[config.mk]
export PLATFORM = sky130hd
export DESIGN_NAME = mac_rr_scheduler
export DESIGN_NICKNAME = d
export VERILOG_FILES = /design/src/rtl/mac_rr_scheduler.sv
export SDC_FILE = /design/constraint.sdc
export NUM_CORES = 1
export LEC_CHECK = 0
export ABC_AREA = 0
export CAP_MARGIN = 25
export CORE_MARGIN = 4
export CORE_UTILIZATION = 46
export DETAILED_ROUTE_END_ITERATION = 6
export HOLD_SLACK_MARGIN = 0.15
export PLACE_DENSITY = 0.88
export RECOVER_POWER = 50
export SYNTH_ARGS = -nofsm -noshare
export SYNTH_HDL_FRONTEND = slang
export SYNTH_SLANG_ARGS = --single-unit
[constraint.sdc]
create_clock -name CLK -period 5.95 [get_ports CLK]
set_input_delay 1.19 -clock CLK [delete_from_list [all_inputs] [get_ports CLK]]
set_output_delay 1.19 -clock CLK [all_outputs]
set_load 0.05 [all_outputs]
[src/rtl/mac_rr_scheduler.sv]
// Round-robin front end sharing one 8x8 multiply / 16-bit add datapath among NREQ requesters.
// Two-stage valid/ready pipeline with an idle-driven datapath clock enable.
module mac_rr_scheduler #(
   parameter int NREQ      = 4,
   parameter int IDW       = 2,
   parameter int IDLE_GATE = 8
) (
   input  logic              CLK,
   input  logic              RST,
   input  logic [NREQ-1:0]   REQ_VALID,
   output logic [NREQ-1:0]   REQ_READY,
   input  logic [NREQ*8-1:0] REQ_A,
   input  logic [NREQ*8-1:0] REQ_B,
   input  logic [NREQ*16-1:0] REQ_C,
   output logic              RSP_VALID,
   input  logic              RSP_READY,
   output logic [IDW-1:0]    RSP_ID,
   output logic [15:0]       RSP_Y,
   output logic              RSP_COUT,
   output logic              DP_CLK_EN
);

   localparam int CNTW = $clog2(IDLE_GATE + 1);

   typedef enum logic [1:0] {
      ST_ACTIVE = 2'd0,
      ST_GATED  = 2'd1,
      ST_WAKE   = 2'd2
   } state_t;

   state_t            state_reg;
   logic [IDW-1:0]    ptr_reg;
   logic [CNTW-1:0]   idle_cnt_reg;
   logic              dp_en_reg;

   logic              s1_valid_reg;
   logic [IDW-1:0]    s1_id_reg;
   logic [15:0]       s1_prod_reg;
   logic [15:0]       s1_c_reg;

   logic              s2_valid_reg;
   logic [IDW-1:0]    s2_id_reg;
   logic [15:0]       s2_y_reg;
   logic              s2_cout_reg;

   logic [7:0]        a_arr [NREQ];
   logic [7:0]        b_arr [NREQ];
   logic [15:0]       c_arr [NREQ];

   logic              grant_found;
   logic [IDW-1:0]    grant_id;
   logic              s1_can_load;
   logic              accept;
   logic              s2_advance;
   logic              idle;

   generate
      for (genvar gi = 0; gi < NREQ; gi++) begin : g_unpack
         assign a_arr[gi] = REQ_A[8*gi +: 8];
         assign b_arr[gi] = REQ_B[8*gi +: 8];
         assign c_arr[gi] = REQ_C[16*gi +: 16];
      end
   endgenerate

   function automatic logic [IDW-1:0] rr_index(input logic [IDW-1:0] base, input int offset);
      int sum;
      sum = int'(base) + offset;
      if (sum >= NREQ)
         sum = sum - NREQ;
      return sum[IDW-1:0];
   endfunction

   // First valid requester at or above the pointer, wrapping to 0.
   always_comb begin
      grant_found = 1'b0;
      grant_id    = '0;
      for (int k = 0; k < NREQ; k++) begin
         if (!grant_found && REQ_VALID[rr_index(ptr_reg, k)]) begin
            grant_found = 1'b1;
            grant_id    = rr_index(ptr_reg, k);
         end
      end
   end

   assign s1_can_load = !s1_valid_reg || !s2_valid_reg || RSP_READY;
   assign accept      = !RST && (state_reg == ST_ACTIVE) && s1_can_load && grant_found;
   assign s2_advance  = s1_valid_reg && (!s2_valid_reg || RSP_READY);
   assign idle        = !(|REQ_VALID) && !s1_valid_reg && !s2_valid_reg;

   always_comb begin
      REQ_READY = '0;
      if (accept)
         REQ_READY[grant_id] = 1'b1;
   end

   // Control path: runs on the free-running clock.
   always_ff @(posedge CLK) begin
      if (RST) begin
         state_reg    <= ST_ACTIVE;
         ptr_reg      <= '0;
         idle_cnt_reg <= '0;
         dp_en_reg    <= 1'b1;
         s1_valid_reg <= 1'b0;
         s2_valid_reg <= 1'b0;
      end else begin
         if (accept)
            ptr_reg <= (grant_id == IDW'(NREQ - 1)) ? '0 : grant_id + IDW'(1);

         s1_valid_reg <= accept || (s1_valid_reg && !s2_advance);

         if (s2_advance)
            s2_valid_reg <= 1'b1;
         else if (RSP_READY)
            s2_valid_reg <= 1'b0;

         case (state_reg)
            ST_ACTIVE: begin
               if (!idle) begin
                  idle_cnt_reg <= '0;
               end else if (idle_cnt_reg == CNTW'(IDLE_GATE - 1)) begin
                  state_reg    <= ST_GATED;
                  idle_cnt_reg <= '0;
                  dp_en_reg    <= 1'b0;
               end else begin
                  idle_cnt_reg <= idle_cnt_reg + CNTW'(1);
               end
            end
            ST_GATED: begin
               idle_cnt_reg <= '0;
               if (|REQ_VALID) begin
                  state_reg <= ST_WAKE;
                  dp_en_reg <= 1'b1;
               end
            end
            ST_WAKE: begin
               idle_cnt_reg <= '0;
               state_reg    <= ST_ACTIVE;
            end
            default: begin
               state_reg    <= ST_ACTIVE;
               idle_cnt_reg <= '0;
               dp_en_reg    <= 1'b1;
            end
         endcase
      end
   end

   // Datapath registers: only these sit behind the clock enable.
   always_ff @(posedge CLK) begin
      if (RST) begin
         s1_id_reg   <= '0;
         s1_prod_reg <= '0;
         s1_c_reg    <= '0;
         s2_id_reg   <= '0;
         s2_y_reg    <= '0;
         s2_cout_reg <= 1'b0;
      end else if (dp_en_reg) begin
         if (accept) begin
            s1_id_reg   <= grant_id;
            s1_prod_reg <= {8'd0, a_arr[grant_id]} * {8'd0, b_arr[grant_id]};
            s1_c_reg    <= c_arr[grant_id];
         end
         if (s2_advance) begin
            s2_id_reg                 <= s1_id_reg;
            {s2_cout_reg, s2_y_reg}   <= {1'b0, s1_prod_reg} + {1'b0, s1_c_reg};
         end
      end
   end

   assign RSP_VALID = s2_valid_reg;
   assign RSP_ID    = s2_id_reg;
   assign RSP_Y     = s2_y_reg;
   assign RSP_COUT  = s2_cout_reg;
   assign DP_CLK_EN = dp_en_reg;

endmodule
## Word-level counts from Yosys, hierarchy flattened

Index checks and enable logic that the tools add are counted.

- $add $sub $neg: 10
- Multiply operators: 1
- Order comparisons: 11
- Equality and inequality tests: 7
- Multiplexer cells: 43
- Bitwise operators: 4
- Reduce and logical (&&, ||, !) cells: 31

Operators by type and width:

| kind | count |
|---|---|
| $bmux 16 s2 | 1 |
| $bmux 8 s2 | 2 |
| $mux 16 | 2 |
| $mux 8 | 4 |
| $mux 2 | 12 |
| $add 16x16->17 | 1 |
| $mul 8x8->16 | 1 |
| $lt 2x3->1 const B | 5 |
| $mux 1 | 14 |
| $ge 3x3->1 const B | 4 |
| $logic_and 1x1->1 | 11 |
| $bmux 1 s2 | 4 |
| $logic_not 1->1 | 8 |
| $reduce_or 4->1 | 2 |
| $sub 2x1->2 const B | 4 |
| $add 2x2->3 const B | 2 |
| $add 4x1->4 const B | 1 |
| $eq 2x2->1 const B | 2 |
| $eq 4x3->1 const B | 1 |
| $logic_or 1x1->1 | 4 |
| $mux 4 | 1 |
| $ne 2x2->1 const B | 2 |
| $pmux 2 s2 | 1 |
| $reduce_and 2->1 | 2 |
| 14 further kinds | 16 |

- Bits in registers: 64
- Input port bits: 135
- Output and inout port bits: 25
- Logic and storage cells: 119

## Logic depth before layout (Yosys ltp)

- Word-level depth: 19
- Gate-level depth with buffers: 23
- Depth with buffers taken out: 22

## Worst setup path before layout

No wires, ideal clock.

- Kind: input to register
- Start: input REQ_VALID[2]
- End: register s1_prod_reg[14]
- Setup time: 0.123 ns
- Data arrival time: 6.129 ns
- Data required time: 5.827 ns
- Slack: -0.303 ns
- Cell stages on the path: 22
- Buffers on the path: 2
- Path through: nor2b_1 > a221o_1 > nand2_2 > buf_6 > buf_6 > nand2_1 > a31o_2 > or2_1 > fa_1 > fa_1 > inv_1 > fa_1 > inv_1 > fa_1 > inv_1 > ha_1 > and4_1 > a211oi_1 > o21ai_0 > a211oi_1 > xor2_1 > o21ai_0

- Longest elaborated chain between the ends: 17

Ends and longest elaborated chain:

| what | line | source |
|---|---|---|
| start: declaration | 10 | `input logic [NREQ-1:0] REQ_VALID,` |
| $bmux 1 s2 | 78 | `if (!grant_found && REQ_VALID[rr_index(ptr_reg, k)]) begin` |
| $mux 1 (not written as such) | 78 |  |
| $mux 1 | 78 |  |
| $logic_not 1->1 | 78 |  |
| $logic_and 1x1->1 | 78 |  |
| $mux 1 | 78 |  |
| $logic_not 1->1 | 78 |  |
| $logic_and 1x1->1 | 78 |  |
| $mux 1 | 78 |  |
| $logic_not 1->1 | 78 |  |
| $logic_and 1x1->1 | 78 |  |
| $mux 2 | 78 |  |
| $not 2->3 (not written as such) | 160 | `s1_prod_reg <= {8'd0, a_arr[grant_id]} * {8'd0, b_arr[grant_id]};` |
| $bmux 8 s2 | 160 |  |
| $mux 8 (not written as such) (2 in series) | 160 |  |
| $mul 8x8->16 | 160 |  |
| end signal: assignment | 160 |  |
| end: declaration | 38 | `logic [15:0] s1_prod_reg;` |

Parallel ways exist; a longest one is shown, timed or not. The select of a mux whose other input is x is not followed.
A chain may end at the register's enable or synchronous reset.

## Final worst setup path

- Start: input REQ_VALID[2]
- End: register s1_prod_reg[10]

The elaborated chain is that of the path after synthesis.

==> flow_summary_export.csv <==
group,metric,value,unit
layout,drive_gt1_frac,0.1903,
timing,drv_slew,0,
detailed_routing,post_drt_wl_per_cell,18.28,um
global_route,grt_max_degree,56,
worst_setup_path,cpPeakStageDelay,0.53,ns
layout,final_common_cell,"clkdlybuf4s50_1",
clock_tree,cts_sinks,64,
timing,finalSetupViolCount,2,
detailed_routing,initialDrtViolationCount,586,
pwr,cellPowerDensity,722.5,mW/mm^2
pwr,switching_power,3.048,mW
yosys,synth_fp_nets,1016,
detailed_routing,drtPass1Iterations,7,
yosys,synthCells,787,
timing,final.min_clock_period,5.971,ns
job,drv_cap,0,
floorplan,die_w,123.6,um
floorplan,dieArea,0.01528,mm^2
global_route,grt_pass1_wl,32.70,mm
worst_setup_path,r2r_slack,0.42,ns
worst_setup_path,worstSetupStartpointType,"primary input",
yosys,synth_top_area_share,0.2083,
yosys,async_flop_share,0,
worst_setup_path,crit_type,"primary input to register",
worst_setup_path,rr_startpoint,"ptr_reg[1]",
global_route,grt_pass1_vias,6947,
worst_setup_path,critPathMostFrequentCell,"inv_2",
placement,io_buffers,159,
pwr,p_seq_frac,0.086,
worst_setup_path,crit_end,"s1_prod_reg[10]",
detailed_routing,routed_via_density,5.843,
worst_setup_path,ff2ff_path_depth,21,
yosys,synth_edf_count,0,
layout,postLayoutCoreUtil,0.7154,
clock_tree,numCtsBuffers,9,
worst_setup_path,cp-startpoint,"REQ_VALID[2]",
worst_setup_path,cp_max_fo,8,
floorplan,dieHeight,123.6,um
yosys,yosysTopAreaCell,"dfxtp_1",
layout,syn2layout_area_growth,49.79,%
timing,fin_ws,-0.02104,ns
pwr,netSwitchingFraction,0.4580,
pwr,ir_drop,0.001043,V
global_route,antenna_found_initial,0,
yosys,synth_seq_cells,64,
layout,nets,1233,
pwr,intPower,3.607,mW
global_route,grt_overflow,0,
yosys,yosysWarnings,0,
timing,finalSetupTns,-0.02144,ns
yosys,synth-main-ff-cell,"dfxtp_1",
floorplan,start_util,0.4776,
timing,maxSlewHeadroom,0.4755,
placement,dpl.hpwl,15.21,mm
detailed_routing,num_vias,6900,
clock_tree,clockBufferDepth,2,
detailed_routing,wl,21.59,mm
clock_tree,root_buffer,"clkbuf_16",
pwr,combinationalPowerShare,0.831,
clock_tree,clkTransAtPathRegs,0.06,ns
timing,max_freq,167.5,MHz
worst_setup_path,arrival,6.23,ns
worst_setup_path,crit_slowest_cell,"fa_1",
worst_setup_path,cp.required,6.21,ns
floorplan,core,0.01288,mm^2
yosys,syn_area,0.006150,mm^2
layout,final_cell_mix,"clkdlybuf4s50_1 (149), nand2_1 (122), nor2_1 (78)",
clock_tree,cts_max_level,3,
layout,n_antenna_cell,0,
timing,worst_pin_slew,0.7845,ns
clock_tree,cts_tree,"built",
hold_path,hold_path.class,"register to register",
layout,stdcell_area,0.009211,mm^2
clock_tree,ctsHoldBuffers,0,
pwr,clock_power_share,0.083,
pwr,p_leak,3.996,nW
yosys,yosysSeqAreaShare,0.2083,
timing,clock_skew,0.005679,ns
yosys,ys_top_cells_by_area,"dfxtp_1 (21%), fa_1 (12%), ha_1 (12%), nand2_1 (7.5%), a211oi_1 (5.1%)",
worst_setup_path,endpoint_kind,"register",
status,status,"finished, violations left",
clock_tree,clk-insertion-delay-late,0.33,ns
timing,hold_viol,0,
yosys,syn_avg_cell_area,7.814,um^2
pwr,power,6.655,mW
floorplan,rows,41,
yosys,ys_types,57,
timing,rsz0062_at_grt,"yes",
floorplan,io_pins,160,
global_route,grt_use_total,0.2667,
status,violations,"negative setup slack",
placement,placed_cell_area,0.008332,mm^2
placement,gp_congestion,0.8914,
detailed_routing,remaining_drc_errors,0,
detailed_routing,ant_nets,0,
hold_path,hold_depth,1,
worst_setup_path,r2r_end,"s1_prod_reg[10]",
timing,period_share,1.004,
## cells by family after synthesis
logic type,Yosys count,synth area share
AOI/OAI and AO/OA,188,0.2134
muxes,3,0.004883
and+or+nand+nor,318,0.2389
xor gates and xnor gates,19,0.02706
buffers and inverters,101,0.07101
adders and majority gates,94,0.2364
DFF,64,0.2083
## metal layers
| metal | part of all wire | up-vias | track usage |
|---|---|---|---|
| met5 | 0 | - | 0 |
| met2 | 0.51 | 323 | 0.4883 |
| met3 | 0.081 | 82 | 0.04496 |
| li1 | - | 3162 | - |
| met4 | 0.040 | 0 | 0.1232 |
| met1 | 0.37 | 3333 | 0.3000 |
## cells in the mapped netlist (10+ instances only)
| cell | instances |
|---|---|
| nand3_1 | 19 |
| ha_1 | 57 |
| nor2_1 | 84 |
| nor3_1 | 12 |
| clkbuf_1 | 18 |
| a311o_1 | 17 |
| or2_1 | 13 |
| o21ai_0 | 26 |
| nor2b_1 | 10 |
| dfxtp_1 | 64 |
| a31o_2 | 15 |
| a211oi_1 | 42 |
| buf_2 | 13 |
| inv_1 | 60 |
| fa_1 | 37 |
| nand2_1 | 123 |
| xnor2_1 | 12 |
| and3_1 | 37 |
| a21oi_1 | 55 |
## per-stage QoR
| step | hold WS (ns) | setup WS (ns) | cells |
|---|---|---|---|
| 5_1_grt | 0.4602 | -0.2266 | 1181 |
| 6_report | 0.4454 | -0.02104 | 1181 |
| 4_1_cts | 0.4520 | -0.03180 | 1169 |
| 2_1_floorplan | 0.4152 | 0.004507 | 787 |
| 3_5_place_dp | 0.4354 | -0.8355 | 1142 |
| 3_3_place_gp | 0.4255 | -0.6172 | 1142 |
## layout make-up
class                      count  area [um^2]
tap                          172        215.2
multi-input combinational    622         4763
clock buffer                  11        232.7
fill                         860         3665
timing repair buffer         246         2404
clock inverter                 5        81.33
inverter                      61        234.0
sequential                    64         1281
## worst min-delay path by stage
| stage | startpoint | end | slack, ns |
|---|---|---|---|
| global route | idle_cnt_reg[0] | idle_cnt_reg[0] | 0.46 |
| global placement | state_reg[1] | state_reg[1] | 0.43 |
| CTS | idle_cnt_reg[0] | idle_cnt_reg[0] | 0.45 |
| floorplan | state_reg[1] | state_reg[1] | 0.42 |
| detailed placement | idle_cnt_reg[0] | idle_cnt_reg[0] | 0.44 |
| finish | idle_cnt_reg[0] | idle_cnt_reg[0] | 0.45 |
## critical path: cells and delay by family
family                   cells  cell delay [ns]
AO/OA/AOI/OAI                6             0.96
XOR/XNOR                     1             0.20
adder cells (fa/ha/maj)      5             2.20
buffers and inverters        8             0.81
multiplexers                 1             0.16
AND/OR/NAND/NOR              4             0.72
## power groups by stage
stage          registers [mW]  logic (mW)  clock network, mW
5_1_grt                 0.577        6.07              0.572
4_1_cts                 0.568        4.82              0.553
3_5_place_dp            0.575        4.58                  0
6_report                0.572        5.53              0.554
3_3_place_gp            0.572        4.36                  0
2_1_floorplan           0.622        3.00                  0
## timing repair
action                                  in CTS  in global routing
gates resized for setup                     45                 59
gates cloned                                 2                  4
pin swaps                                   30                 34
setup buffers                                9                  9
endpoints found under the setup margin       9                  9
(Power assumes the default switching activity.)
==> variant: new RTL, same settings <==
The parameter `IDW` goes from 2 to 4.
--- a/src/rtl/mac_rr_scheduler.sv
+++ b/src/rtl/mac_rr_scheduler.sv
@@ -2,7 +2,7 @@
 // Two-stage valid/ready pipeline with an idle-driven datapath clock enable.
 module mac_rr_scheduler #(
    parameter int NREQ      = 4,
-   parameter int IDW       = 2,
+   parameter int IDW       = 4,
    parameter int IDLE_GATE = 8
 ) (
    input  logic              CLK,
Interface: changed (resized RSP_ID); port bits go from 160 to 162. The function was not compared with the original's and may differ.
==> variant against the unedited design <==
The run still ends with setup timing left; synthesized area is 21% higher; maximum frequency decreased by 9.8%; count of clock-buffer cells in the layout is the same; synthesized cell count is 15% higher; cell area grew 21%; setup slack got worse by 0.65 ns; routed wire length rose by 14%; sequential cell count grew 6; via count is 15% higher.
Power is not shown: default switching activity piles up to over one toggle a cycle in this logic, so the estimate is an artifact.
==> variant: results (changes against the unedited design) <==
* Share of layout cells above drive strength 1 at 21.86% (+2.8 points)
* Nets@finish at 1,387 (+12%)
* GR Util met2 at 43.58% (-5.3 points)
* First-pass GRT wire length at 37,220 um (+14%)
* Routability Congestion at 0.9011 (+1.1%)
* Status: finished with violations
* Routed len/inst at 17.98 um (-1.7%)
* Mapped Nets at 1,144 (+13%)
* Fin Setup TNS at -5.231 ns (-5.210 ns)
* GR Util met1 at 31.88% (+1.9 points)
* Top cells by area, synth: dfxtp_1, ha_1, fa_1, o31ai_1, nand2_1
* Worst slew margin at 46.24% (-1.3 points)
* Iter 0 DRT Violations at 873 (+49%)
* Vias at 7,969 (+15%)
* Pin count of the biggest net entering global routing at 70 (+25%)
* Met3 usage at 3.353% (-1.1 points)
* Fin Clk Skew at 0.007857 ns (+0.002178 ns)
* CP max FO at 5 (-3)
* Detail Placement HPWL at 17,650 um (+16%)
* Vias in the first global route at 7,574 (+9.0%)
* Hold wc startpoint: RSP_Y[7]
* Placed Area at 10,340 sq um (+24%)
* PnR worst setup slack at -0.6727 ns (-0.6516 ns)
* Gr usage total at 24.88% (-1.8 points)
* Final setup vio count at 10 (+8)
* Failing checks: setup timing
[variant: per-stage QoR]
stage | setup slack [ns] | cells | utilization (%)
after floorplan | -0.6078 | 905 | -
after global placement | -1.141 | 1331 | 65.32
after detailed placement | -1.329 | 1331 | 65.32
after CTS | -0.5888 | 1364 | 69.18
after global routing | -0.8791 | 1369 | 70.47
final | -0.6727 | 1369 | 70.47
[variant: area by class of cell]
class,instances,area (sq um)
Multi-Input combinational cell,723,6168
Fill cell,1100,4673
Timing Repair Buffer,283,2760
Sequential cell,70,1403
Tap cell,216,270.3
Clock buffer,11,242.7
Inverter,61,229.0
Clock inverter,5,81.33
[variant: cell families (layout without fill, tap and decap cells)]
family | count (synthesis) | after routing | synth area share, %
AO/OA/AOI/OAI | 221 | 221 | 20.56
XOR/XNOR | 20 | 20 | 2.359
adder cells (fa/ha/maj) | 104 | 104 | 21.26
buffers and inverters | 112 | 360 | 6.537
flip-flops | 70 | 70 | 18.87
multiplexers | 39 | 39 | 6.554
AND/OR/NAND/NOR | 339 | 339 | 23.86
[variant: worst paths after layout]
kind	endpoint	slack, ns	depth (start not counted)
worst min-delay path	RSP_Y[7]	0.45	2
worst min register to register	RSP_Y[7]	0.45	2
worst max register to register	s1_prod_reg[13]	-0.51	26
worst max-delay path	s1_prod_reg[13]	-0.67	25
[variant: critical path, stage by stage]
cell and delay (ns):
buf_8 0.10, mux4_2 0.50, a221o_1 0.40, a32oi_4 0.23, buf_12 0.16, buf_12 0.11, buf_12 0.13, mux2i_4 0.33
buf_6 0.14, or3_1 0.15, o31ai_4 0.10, fa_2 0.47, ha_1 0.30, inv_1 0.06, fa_1 0.50, fa_1 0.55
inv_2 0.05, ha_4 0.27, o21a_1 0.17, o21ai_1 0.08, buf_4 0.15, a211oi_4 0.28, nor3_2 0.08, xor2_1 0.22
o21ai_1 0.10
[variant: repair_timing]
| item | 4_1_cts | 5_1_grt |
|---|---|---|
| pin swaps | 32 | 30 |
| gates resized for setup | 54 | 39 |
| gates cloned | 2 | 1 |
| buffers inserted | 15 | 8 |
| setup endpoints to repair | 11 | 11 |
| hold endpoints to repair | 0 | 0 |
[variant: layer usage]
layer / up-vias / routed length (um)
met4: 0 / 799
met2: 397 / 12230
met3: 74 / 1791
met1: 3748 / 9791
met5: - / 0
li1: 3750 / -
